[config.mk]
export PLATFORM = sky130hd
export DESIGN_NAME = mu0_control
export DESIGN_NICKNAME = d
export VERILOG_FILES = /design/src/rtl/mu0_control.sv
export SDC_FILE = /design/constraint.sdc
export NUM_CORES = 1
export LEC_CHECK = 0
export ABC_AREA = 1
export CAP_MARGIN = 10
export CORE_AREA = 5 5 42 44
export CTS_CLUSTER_DIAMETER = 30
export DETAILED_ROUTE_END_ITERATION = 7
export DIE_AREA = 0 0 47 49
export GPL_ROUTABILITY_DRIVEN = 0
export HOLD_SLACK_MARGIN = 0.15
export PLACE_DENSITY = 0.84
export SYNTH_ARGS = -nofsm -noshare
export SYNTH_HDL_FRONTEND = slang
export SYNTH_SLANG_ARGS = --single-unit
[constraint.sdc]
create_clock -name Clk -period 3.17 [get_ports Clk]
set_input_delay 0.317 -clock Clk [delete_from_list [all_inputs] [get_ports Clk]]
set_output_delay 0.317 -clock Clk [all_outputs]
set_load 0.02 [all_outputs]
[src/rtl/mu0_control.sv]
// ---------------------------------------------------------------------------
// mu0_control
//
// Control unit for the MU0 processor. Sequences each instruction through a
// FETCH/EXEC pair, drives the datapath mux selects, register enables and ALU
// function, and owns the memory handshake (Rd/Wr/Mem_Rdy).
//
// A watchdog counts consecutive cycles a memory request waits for Mem_Rdy.
// The wait that brings the count to TIMEOUT_CYCLES sends the machine to the
// sticky ERROR state. TIMEOUT_CYCLES = 0 disables the watchdog.
//
// Optional build feature, macro MU0_SINGLE_STEP_EN:
//   Adds the Step input and a PAUSE state. Every completed instruction
//   parks in PAUSE until Step is sampled high. STP still goes to HALT.
//   Without the macro, EXEC returns straight to FETCH.
// ---------------------------------------------------------------------------
module mu0_control #(
   parameter int unsigned TIMEOUT_CYCLES = 15,
   // TO_W must be wide enough that 2**TO_W > TIMEOUT_CYCLES
   parameter int unsigned TO_W           = 4
) (
   input  logic       Clk,
   input  logic       Reset,
   input  logic [3:0] F,
   input  logic       N,
   input  logic       Z,
   input  logic       Mem_Rdy,
`ifdef MU0_SINGLE_STEP_EN
   input  logic       Step,
`endif
   output logic       X_sel,
   output logic       Y_sel,
   output logic       Addr_sel,
   output logic       PC_En,
   output logic       IR_En,
   output logic       Acc_En,
   output logic [1:0] M,
   output logic       Rd,
   output logic       Wr,
   output logic       Halted,
   output logic       Bus_Err
);

   // Machine states. PAUSE is only reachable in single-step builds.
   typedef enum logic [2:0] {
      S_FETCH = 3'd0,
      S_EXEC  = 3'd1,
      S_HALT  = 3'd2,
      S_ERROR = 3'd3,
      S_PAUSE = 3'd4
   } state_e;

   // Opcodes as seen on F (IR[15:12]); 8..F are all NOPs.
   localparam logic [3:0] OP_LDA = 4'h0;
   localparam logic [3:0] OP_STA = 4'h1;
   localparam logic [3:0] OP_ADD = 4'h2;
   localparam logic [3:0] OP_SUB = 4'h3;
   localparam logic [3:0] OP_JMP = 4'h4;
   localparam logic [3:0] OP_JGE = 4'h5;
   localparam logic [3:0] OP_JNE = 4'h6;
   localparam logic [3:0] OP_STP = 4'h7;

   // ALU function codes.
   localparam logic [1:0] ALU_Y   = 2'b00;
   localparam logic [1:0] ALU_ADD = 2'b01;
   localparam logic [1:0] ALU_INC = 2'b10;
   localparam logic [1:0] ALU_SUB = 2'b11;

   // Where a finished instruction goes next.
`ifdef MU0_SINGLE_STEP_EN
   localparam state_e EXEC_DONE = S_PAUSE;
`else
   localparam state_e EXEC_DONE = S_FETCH;
`endif

   state_e            state_q;
   state_e            state_d;
   logic [TO_W-1:0]   wait_cnt_q;
   logic [TO_W-1:0]   wait_cnt_d;
   logic [TO_W-1:0]   wait_cnt_inc;
   logic              is_mem_op;
   logic              mem_req;
   logic              mem_wait;
   logic              timeout_hit;
   logic              step_go;

   // Single-step release: without the feature this is never consulted.
`ifdef MU0_SINGLE_STEP_EN
   always_comb begin
      step_go = Step;
   end
`else
   always_comb begin
      step_go = 1'b0;
   end
`endif

   // Classify the current opcode and decide whether a memory request is live.
   always_comb begin
      is_mem_op = (F == OP_LDA) || (F == OP_STA) ||
                  (F == OP_ADD) || (F == OP_SUB);
      mem_req   = (state_q == S_FETCH) ||
                  ((state_q == S_EXEC) && is_mem_op);
      mem_wait  = mem_req && !Mem_Rdy;
   end

   // Watchdog: saturating increment, and detection of the expiring wait.
   // Mem_Rdy in the threshold cycle wins because mem_wait requires it low.
   always_comb begin
      if (&wait_cnt_q) begin
         wait_cnt_inc = wait_cnt_q;
      end else begin
         wait_cnt_inc = wait_cnt_q + TO_W'(1);
      end
      timeout_hit = (TIMEOUT_CYCLES != 0) && mem_wait &&
                    (wait_cnt_inc == TO_W'(TIMEOUT_CYCLES));
   end

   // Next-state selection.
   always_comb begin
      state_d = state_q;
      case (state_q)
         S_FETCH: begin
            if (Mem_Rdy) begin
               state_d = S_EXEC;
            end else if (timeout_hit) begin
               state_d = S_ERROR;
            end
         end
         S_EXEC: begin
            if (is_mem_op) begin
               if (Mem_Rdy) begin
                  state_d = EXEC_DONE;
               end else if (timeout_hit) begin
                  state_d = S_ERROR;
               end
            end else if (F == OP_STP) begin
               state_d = S_HALT;
            end else begin
               state_d = EXEC_DONE;
            end
         end
         S_PAUSE: begin
            if (step_go) begin
               state_d = S_FETCH;
            end
         end
         S_HALT: begin
            state_d = S_HALT;
         end
         S_ERROR: begin
            state_d = S_ERROR;
         end
         default: begin
            state_d = S_FETCH;
         end
      endcase
   end

   // Wait counter only accumulates while one access keeps stalling in one state.
   always_comb begin
      if (state_d != state_q) begin
         wait_cnt_d = '0;
      end else if (mem_wait) begin
         wait_cnt_d = wait_cnt_inc;
      end else begin
         wait_cnt_d = '0;
      end
   end

   // State and watchdog registers; reset forces FETCH immediately.
   always_ff @(posedge Clk or negedge Reset) begin
      if (!Reset) begin
         state_q    <= S_FETCH;
         wait_cnt_q <= '0;
      end else begin
         state_q    <= state_d;
         wait_cnt_q <= wait_cnt_d;
      end
   end

   // Datapath control decode from state, opcode, flags and Mem_Rdy.
   always_comb begin
      X_sel    = 1'b0;
      Y_sel    = 1'b0;
      Addr_sel = 1'b0;
      PC_En    = 1'b0;
      IR_En    = 1'b0;
      Acc_En   = 1'b0;
      M        = ALU_Y;
      Rd       = 1'b0;
      Wr       = 1'b0;
      Halted   = 1'b0;
      Bus_Err  = 1'b0;
      case (state_q)
         S_FETCH: begin
            // Read the instruction at PC while the ALU forms PC+1.
            Rd     = 1'b1;
            X_sel  = 1'b1;
            M      = ALU_INC;
            IR_En  = Mem_Rdy;
            PC_En  = Mem_Rdy;
         end
         S_EXEC: begin
            case (F)
               OP_LDA: begin
                  Addr_sel = 1'b1;
                  Rd       = 1'b1;
                  Y_sel    = 1'b1;
                  M        = ALU_Y;
                  Acc_En   = Mem_Rdy;
               end
               OP_STA: begin
                  Addr_sel = 1'b1;
                  X_sel    = 1'b0;
                  Wr       = 1'b1;
               end
               OP_ADD: begin
                  Addr_sel = 1'b1;
                  Rd       = 1'b1;
                  X_sel    = 1'b0;
                  Y_sel    = 1'b1;
                  M        = ALU_ADD;
                  Acc_En   = Mem_Rdy;
               end
               OP_SUB: begin
                  Addr_sel = 1'b1;
                  Rd       = 1'b1;
                  X_sel    = 1'b0;
                  Y_sel    = 1'b1;
                  M        = ALU_SUB;
                  Acc_En   = Mem_Rdy;
               end
               OP_JMP: begin
                  Y_sel = 1'b0;
                  M     = ALU_Y;
                  PC_En = 1'b1;
               end
               OP_JGE: begin
                  Y_sel = 1'b0;
                  M     = ALU_Y;
                  PC_En = !N;
               end
               OP_JNE: begin
                  Y_sel = 1'b0;
                  M     = ALU_Y;
                  PC_En = !Z;
               end
               default: begin
                  // STP and NOPs drive nothing.
               end
            endcase
         end
         S_HALT: begin
            Halted = 1'b1;
         end
         S_ERROR: begin
            Bus_Err = 1'b1;
         end
         default: begin
            // PAUSE: everything inactive.
         end
      endcase
   end

endmodule

==> flow_metrics.py, run 1 <==
metrics = {
    "clock_network": {
        "clock_latency_ns": 0.24,
        "cts_hold_buf": 0,
        "numCtsBuffers": 3,
        "cts_resized": 0,
        "cts_setup_buffers": 0,
        "cts_tree": "done",
        "cts_sinks": 7,
        "cts-root-buf": "clkbuf_4",
        "h-tree-depth": 1,
        "cts.reportedPaths.clkPinSlew_ns": 0.05,
        "cts_buffer_depth": 2,
    },
    "routing": {
        "drtPass1Iterations": 4,
        "viasPerCell": 4.71,
        "vias": 608,
        "dr.first_iter.drc_count": 14,
        "postRouteWirelength_mm": 1.26,
        "drc": 0,
        "ant_nets": 0,
        "post_drt_wl_per_cell_um": 9.79,
    },
    "worst_setup_path": {
        "endpoint_kind": "output port",
        "startpoint_type": "flop",
        "path_max_fanout": 5,
        "crit_type": "reg2out",
        "worstPathArrival_ns": 2.06,
        "cp_data_required_time_ns": 2.85,
    },
    "pwr": {
        "p_leak_nw": 0.389,
        "fin_total_pwr_mw": 0.553,
        "ir_drop_mv": 0.487,
        "power_density_mw_per_mm2": 692,
    },
    "final_layout": {
        "num-fill-cells": 140,
        "finalNetCount": 124,
        "final_common_cell": "nor2_1",
        "area_growth_pct": 44.9,
        "diodes": 0,
        "final_util": 0.571,
        "design_area_um2": 800,
        "layout.cells.non_filler": 129,
        "final_cell_mix": "nor2_1, clkdlybuf4s50_1, inv_1, nand2_1, dfrtp_1",
        "seq_area_um2": 175,
        "multiInputGateArea_um2": 309,
        "drive_gt1_frac": 0.0885,
    },
    "timing": {
        "setup_viol": 0,
        "finalHoldViolCount": 0,
        "fin_skew_ns": 0.00460,
        "tightest_slew_ns": 0.286,
        "rsz0062_at_grt": "no",
        "max_slew_margin": 0.808,
        "timing.final.crit_share": 0.749,
        "max_freq_mhz": 421,
        "setup_tns_ns": 0,
        "finalMaxSlewViolations": 0,
        "fin_crit_ns": 2.37,
    },
    "die": {
        "die-height_um": 49,
        "initial_utilization": 0.394,
        "rows": 14,
        "core_area_mm2": 0.00140,
        "dieWidth_um": 47,
        "dieArea_mm2": 0.00230,
        "ioPinCount": 21,
    },
    "status": {
        "status": "complete, no violations",
    },
    "logic_synthesis": {
        "yosysSeqAreaShare": 0.317,
        "syn_nets": 99,
        "syn_area_um2": 552,
        "synth_top_area_share": 0.317,
        "yosysUniqueCellTypes": 19,
        "synth_cells": 89,
        "ys_ff_latch": 7,
        "yosysTopAreaCell": "dfrtp_1",
        "synth_area_per_cell_um2": 6.20,
        "synth_warnings": 0,
        "synthTopCellsByArea": "dfrtp_1, nor2_1, inv_1",
    },
    "placement": {
        "io_buffer_count": 20,
        "dpl.hpwl_mm": 1.12,
        "placed_cells": 125,
        "placed_cell_area_um2": 772,
    },
    "global_routing": {
        "grt_pass1_wl_mm": 2.20,
        "grt_max_degree": 8,
        "grt-ovfl-total": 0,
        "antenna_found_initial": 0,
        "track_usage": 0.122,
        "grt_pass1_vias": 540,
    },
    "min_path": {
        "hold_class": "in2async",
    },
    "flow_run": {
        "cap_viol_max_count": 0,
    },
}
[cell type report]
class | instances | area share
multi-input combinational | 64 | 0.387
timing repair buffer | 20 | 0.250
inverter | 18 | 0.0845
sequential | 7 | 0.219
tap | 16 | 0.0250
clock inverter | 1 | 0.00626
clock buffer | 3 | 0.0282
[Yosys cell counts]
cell type  count
a211o_1        1
a21oi_1        2
a21oi_2        1
dfrtp_1        7
ha_1           1
inv_1         18
nand2_1       18
nand2_2        2
nand3_1        4
nand3_2        1
nand4_1        2
nor2_1        22
nor2_2         1
nor3_1         3
nor3_2         1
o2111ai_1      1
o21ai_0        1
o21ai_1        2
o41ai_1        1
[worst max-delay path: stages, from the launching register on]
cell and delay, ns:
dfrtp_1 0.40, nor2_1 0.13, inv_1 0.09, nor2_2 0.13, nand2_1 0.14, nor2_1 0.16, inv_1 0.07, nor2_1 0.08
clkdlybuf4s50_1 0.60
[state kept, by name (all words and copies together) (netlist names)]
name and cells:
state_q 3, wait_cnt_q 4
[power by group]
group | switching (mW) | internal, mW
registers | 0.0182 | 0.108
clock network | 0.0300 | 0.0459
logic | 0.203 | 0.149
total | 0.251 | 0.303
[final timing paths]
| check | cells past startpoint | start | slack [ns] | end |
|---|---|---|---|---|
| max | 8 | state_q[1] | 0.80 | Acc_En |
| min | 1 | Reset | 0.32 | state_q[1] |
| max reg2reg | 11 | wait_cnt_q[0] | 1.54 | wait_cnt_q[0] |
| min reg2reg | 1 | state_q[0] | 0.51 | state_q[2] |
| max in group asynchronous | 1 | Reset | 2.63 | state_q[2] |
| min in group Clk | 1 | state_q[0] | 0.51 | state_q[2] |
[cell families after synthesis]
| family | after synthesis | synth area share |
|---|---|---|
| buffers and inverters | 18 | 0.122 |
| and+or+nand+nor | 54 | 0.429 |
| AOI/OAI and AO/OA | 9 | 0.109 |
| DFF | 7 | 0.317 |
| adders and majority gates | 1 | 0.0227 |
[routing by layer]
layer	routed length [µm]	vias to the layer above	track usage
met2	716	10	0.226
li1	-	328	-
met4	0	0	0.0276
met5	0	-	0
met3	43	0	0.0148
met1	503	270	0.139
[per-stage QoR]
step	hold WS [ns]	setup slack, ns
after floorplan	0.0214	1.28
after global placement	0.490	0.885
after detailed placement	0.495	0.851
after CTS	0.319	0.794
after global routing	0.317	0.575
final	0.317	0.796
No activity file was read; power rests on OpenSTA's default activity.
==> run 2: changes to the inputs <==
--- a/config.mk
+++ b/config.mk
@@ -7,13 +7,13 @@
 export LEC_CHECK = 0
 export ABC_AREA = 1
 export CAP_MARGIN = 10
-export CORE_AREA = 5 5 42 44
+export CORE_MARGIN = 5
+export CORE_UTILIZATION = 37
 export CTS_CLUSTER_DIAMETER = 30
 export DETAILED_ROUTE_END_ITERATION = 7
-export DIE_AREA = 0 0 47 49
 export GPL_ROUTABILITY_DRIVEN = 0
 export HOLD_SLACK_MARGIN = 0.15
-export PLACE_DENSITY = 0.84
+export PLACE_DENSITY = 0.8
 export SYNTH_ARGS = -nofsm -noshare
 export SYNTH_HDL_FRONTEND = slang
 export SYNTH_SLANG_ARGS = --single-unit
==> constraint.sdc (replaced) <==
create_clock -name Clk -period 2.1 [get_ports Clk]
set_input_delay 0.21 -clock Clk [delete_from_list [all_inputs] [get_ports Clk]]
set_output_delay 0.21 -clock Clk [all_outputs]
set_load 0.02 [all_outputs]
==> flow_metrics.py, run 2 (synthesized netlist as in run 1, its figures left out) <==
metrics = {
    "worst_setup_path": {
        "max_stage_delay_ns": 0.65,
        "crit_type": "reg2out",
        "endpoint_kind": "output port",
        "worstPathArrival_ns": 1.69,
        "startpoint_type": "flop",
        "worstSetupStartpoint": "state_q[2]",
        "path_max_fanout": 3,
        "path_common_cell": "nor2_1",
        "reg2reg_from": "wait_cnt_q[0]",
        "cp_num_buf_inv": 2,
        "cp_data_required_time_ns": 1.89,
        "crit_chain": "nor2_1, inv_1, nor2_1, clkdlybuf4s50_1",
        "critical-path-top-delay-family": "buffers and inverters",
        "cp_slowest_cell": "clkdlybuf4s50_1",
    },
    "flow_run": {
        "cap_viol_max_count": 0,
    },
    "clock_network": {
        "cts-root-buf": "clkbuf_4",
        "cts_sinks": 7,
        "clock_latency_ns": 0.25,
        "cts_tree": "done",
        "h-tree-depth": 1,
        "cts_buffer_depth": 2,
        "numCtsBuffers": 3,
        "cts_setup_buffers": 0,
        "cts_hold_buf": 0,
        "cts.reportedPaths.clkPinSlew_ns": 0.05,
    },
    "global_routing": {
        "grt-ovfl-total": 0,
        "grt_pass1_vias": 619,
        "track_usage": 0.126,
        "grt_pass1_wl_mm": 2.40,
        "antenna_found_initial": 0,
        "grt_max_degree": 8,
    },
    "timing": {
        "max_slew_margin": 0.802,
        "finalMaxSlewViolations": 0,
        "setup_viol": 0,
        "setup_tns_ns": 0,
        "tightest_slew_ns": 0.296,
        "fin_skew_ns": 0.00304,
        "fin_crit_ns": 1.90,
        "finalHoldViolCount": 0,
        "max_freq_mhz": 526,
        "timing.final.crit_share": 0.906,
        "rsz0062_at_grt": "no",
    },
    "final_layout": {
        "final_common_cell": "nor2_1",
        "drive_gt1_frac": 0.105,
        "top_register": "wait_cnt_q",
        "area_growth_pct": 44.0,
        "final_cell_mix": "nor2_1, inv_1, nand2_1",
        "largest_reg_flops": 4,
        "finalNetCount": 125,
        "diodes": 0,
        "top_regs": "wait_cnt_q: 4 flops, state_q: 3 flops",
        "num-fill-cells": 138,
        "final_util": 0.546,
    },
    "die": {
        "die-height_um": 48.6,
        "dieArea_mm2": 0.00236,
        "core_area_mm2": 0.00145,
        "initial_utilization": 0.380,
        "rows": 14,
        "dieWidth_um": 48.6,
        "ioPinCount": 21,
    },
    "routing": {
        "route.met3.wl_um": 44,
        "vias": 612,
        "drtPass1Iterations": 4,
        "post_drt_wl_per_cell_um": 10.1,
        "dr.first_iter.drc_count": 10,
        "drc": 0,
        "dr_wl_met2_um": 684,
        "viasPerCell": 4.71,
        "ant_nets": 0,
        "postRouteWirelength_mm": 1.32,
        "wl_met1_um": 586,
        "top_layer_used": "met3",
    },
    "pwr": {
        "ir_drop_mv": 0.579,
        "power_density_mw_per_mm2": 1020,
        "p_leak_nw": 0.447,
    },
    "min_path": {
        "hold_class": "in2async",
    },
    "placement": {
        "dpl.hpwl_mm": 1.12,
        "io_buffer_count": 20,
    },
    "status": {
        "status": "complete, no violations",
    },
}
-- run 2: cell types whose count changed in the layout (fill, tap and decap cells not counted), sizes merged --
cell	delta
buf	+1
clkinv	-1
dlymetal6s2s	+2
clkbuf	+3
clkdlybuf4s50	-9
dlygate4sd2	+5
-- run 2: per-layer routing --
layer	vias up	GRT usage
met5	-	0
met4	0	0.0448
met3	0	0.0583
met2	12	0.211
met1	269	0.138
li1	331	-
-- run 2: what timing repair did --
item	4_1_cts	5_1_grt
endpoints found under the hold margin	0	0
gates resized for setup	7	6
endpoints found under the setup margin	7	4
-- run 2: final cells by class --
| class | instances | area (µm²) | share of cell area |
|---|---|---|---|
| inverter | 18 | 67.6 | 0.0850 |
| clock buffer | 4 | 26.3 | 0.0331 |
| multi-input combinational | 64 | 309 | 0.389 |
| sequential | 7 | 175 | 0.220 |
| timing repair buffer | 21 | 196 | 0.247 |
| tap | 16 | 20.0 | 0.0252 |
-- run 2: report_power, final --
part           leakage, nW  internal, mW  switching (mW)
registers           0.0932         0.163          0.0292
clock network       0.0150        0.0723          0.0466
logic                0.339         0.193           0.305
total                0.447         0.428           0.381
-- run 2: stage by stage --
step / power [mW] / area, µm² / setup WS, ns / cells / hold slack (ns)
6_report: 0.809 / 795 / 0.198 / 130 / 0.211
3_5_place_dp: 0.729 / 779 / -0.00402 / 126 / 0.481
3_3_place_gp: 0.724 / 779 / 0.0324 / 126 / 0.476
4_1_cts: 0.824 / 797 / 0.00964 / 130 / 0.209
2_1_floorplan: 0.515 / 552 / 0.322 / 89 / -0.0856
5_1_grt: 0.886 / 795 / 0.0317 / 130 / 0.212
-- run 2: final timing paths --
kind | endpoint | slack [ns] | cells after the start
setup / recovery | X_sel | 0.20 | 4
hold / removal | wait_cnt_q[0] | 0.21 | 1
setup reg to reg | wait_cnt_q[1] | 0.47 | 10
hold reg to reg | state_q[2] | 0.52 | 1
max in group asynchronous | state_q[2] | 1.66 | 1
min in group Clk | state_q[2] | 0.52 | 1
==> run 3: changes to the inputs <==
--- a/config.mk
+++ b/config.mk
@@ -14,6 +14,7 @@
 export GPL_ROUTABILITY_DRIVEN = 0
 export HOLD_SLACK_MARGIN = 0.15
 export PLACE_DENSITY = 0.8
+export SKIP_LAST_GASP = 1
 export SYNTH_ARGS = -nofsm -noshare
 export SYNTH_HDL_FRONTEND = slang
 export SYNTH_SLANG_ARGS = --single-unit
==> results of run 3 <==
The final DEF is identical to that of run 2; final timing and power are the same.
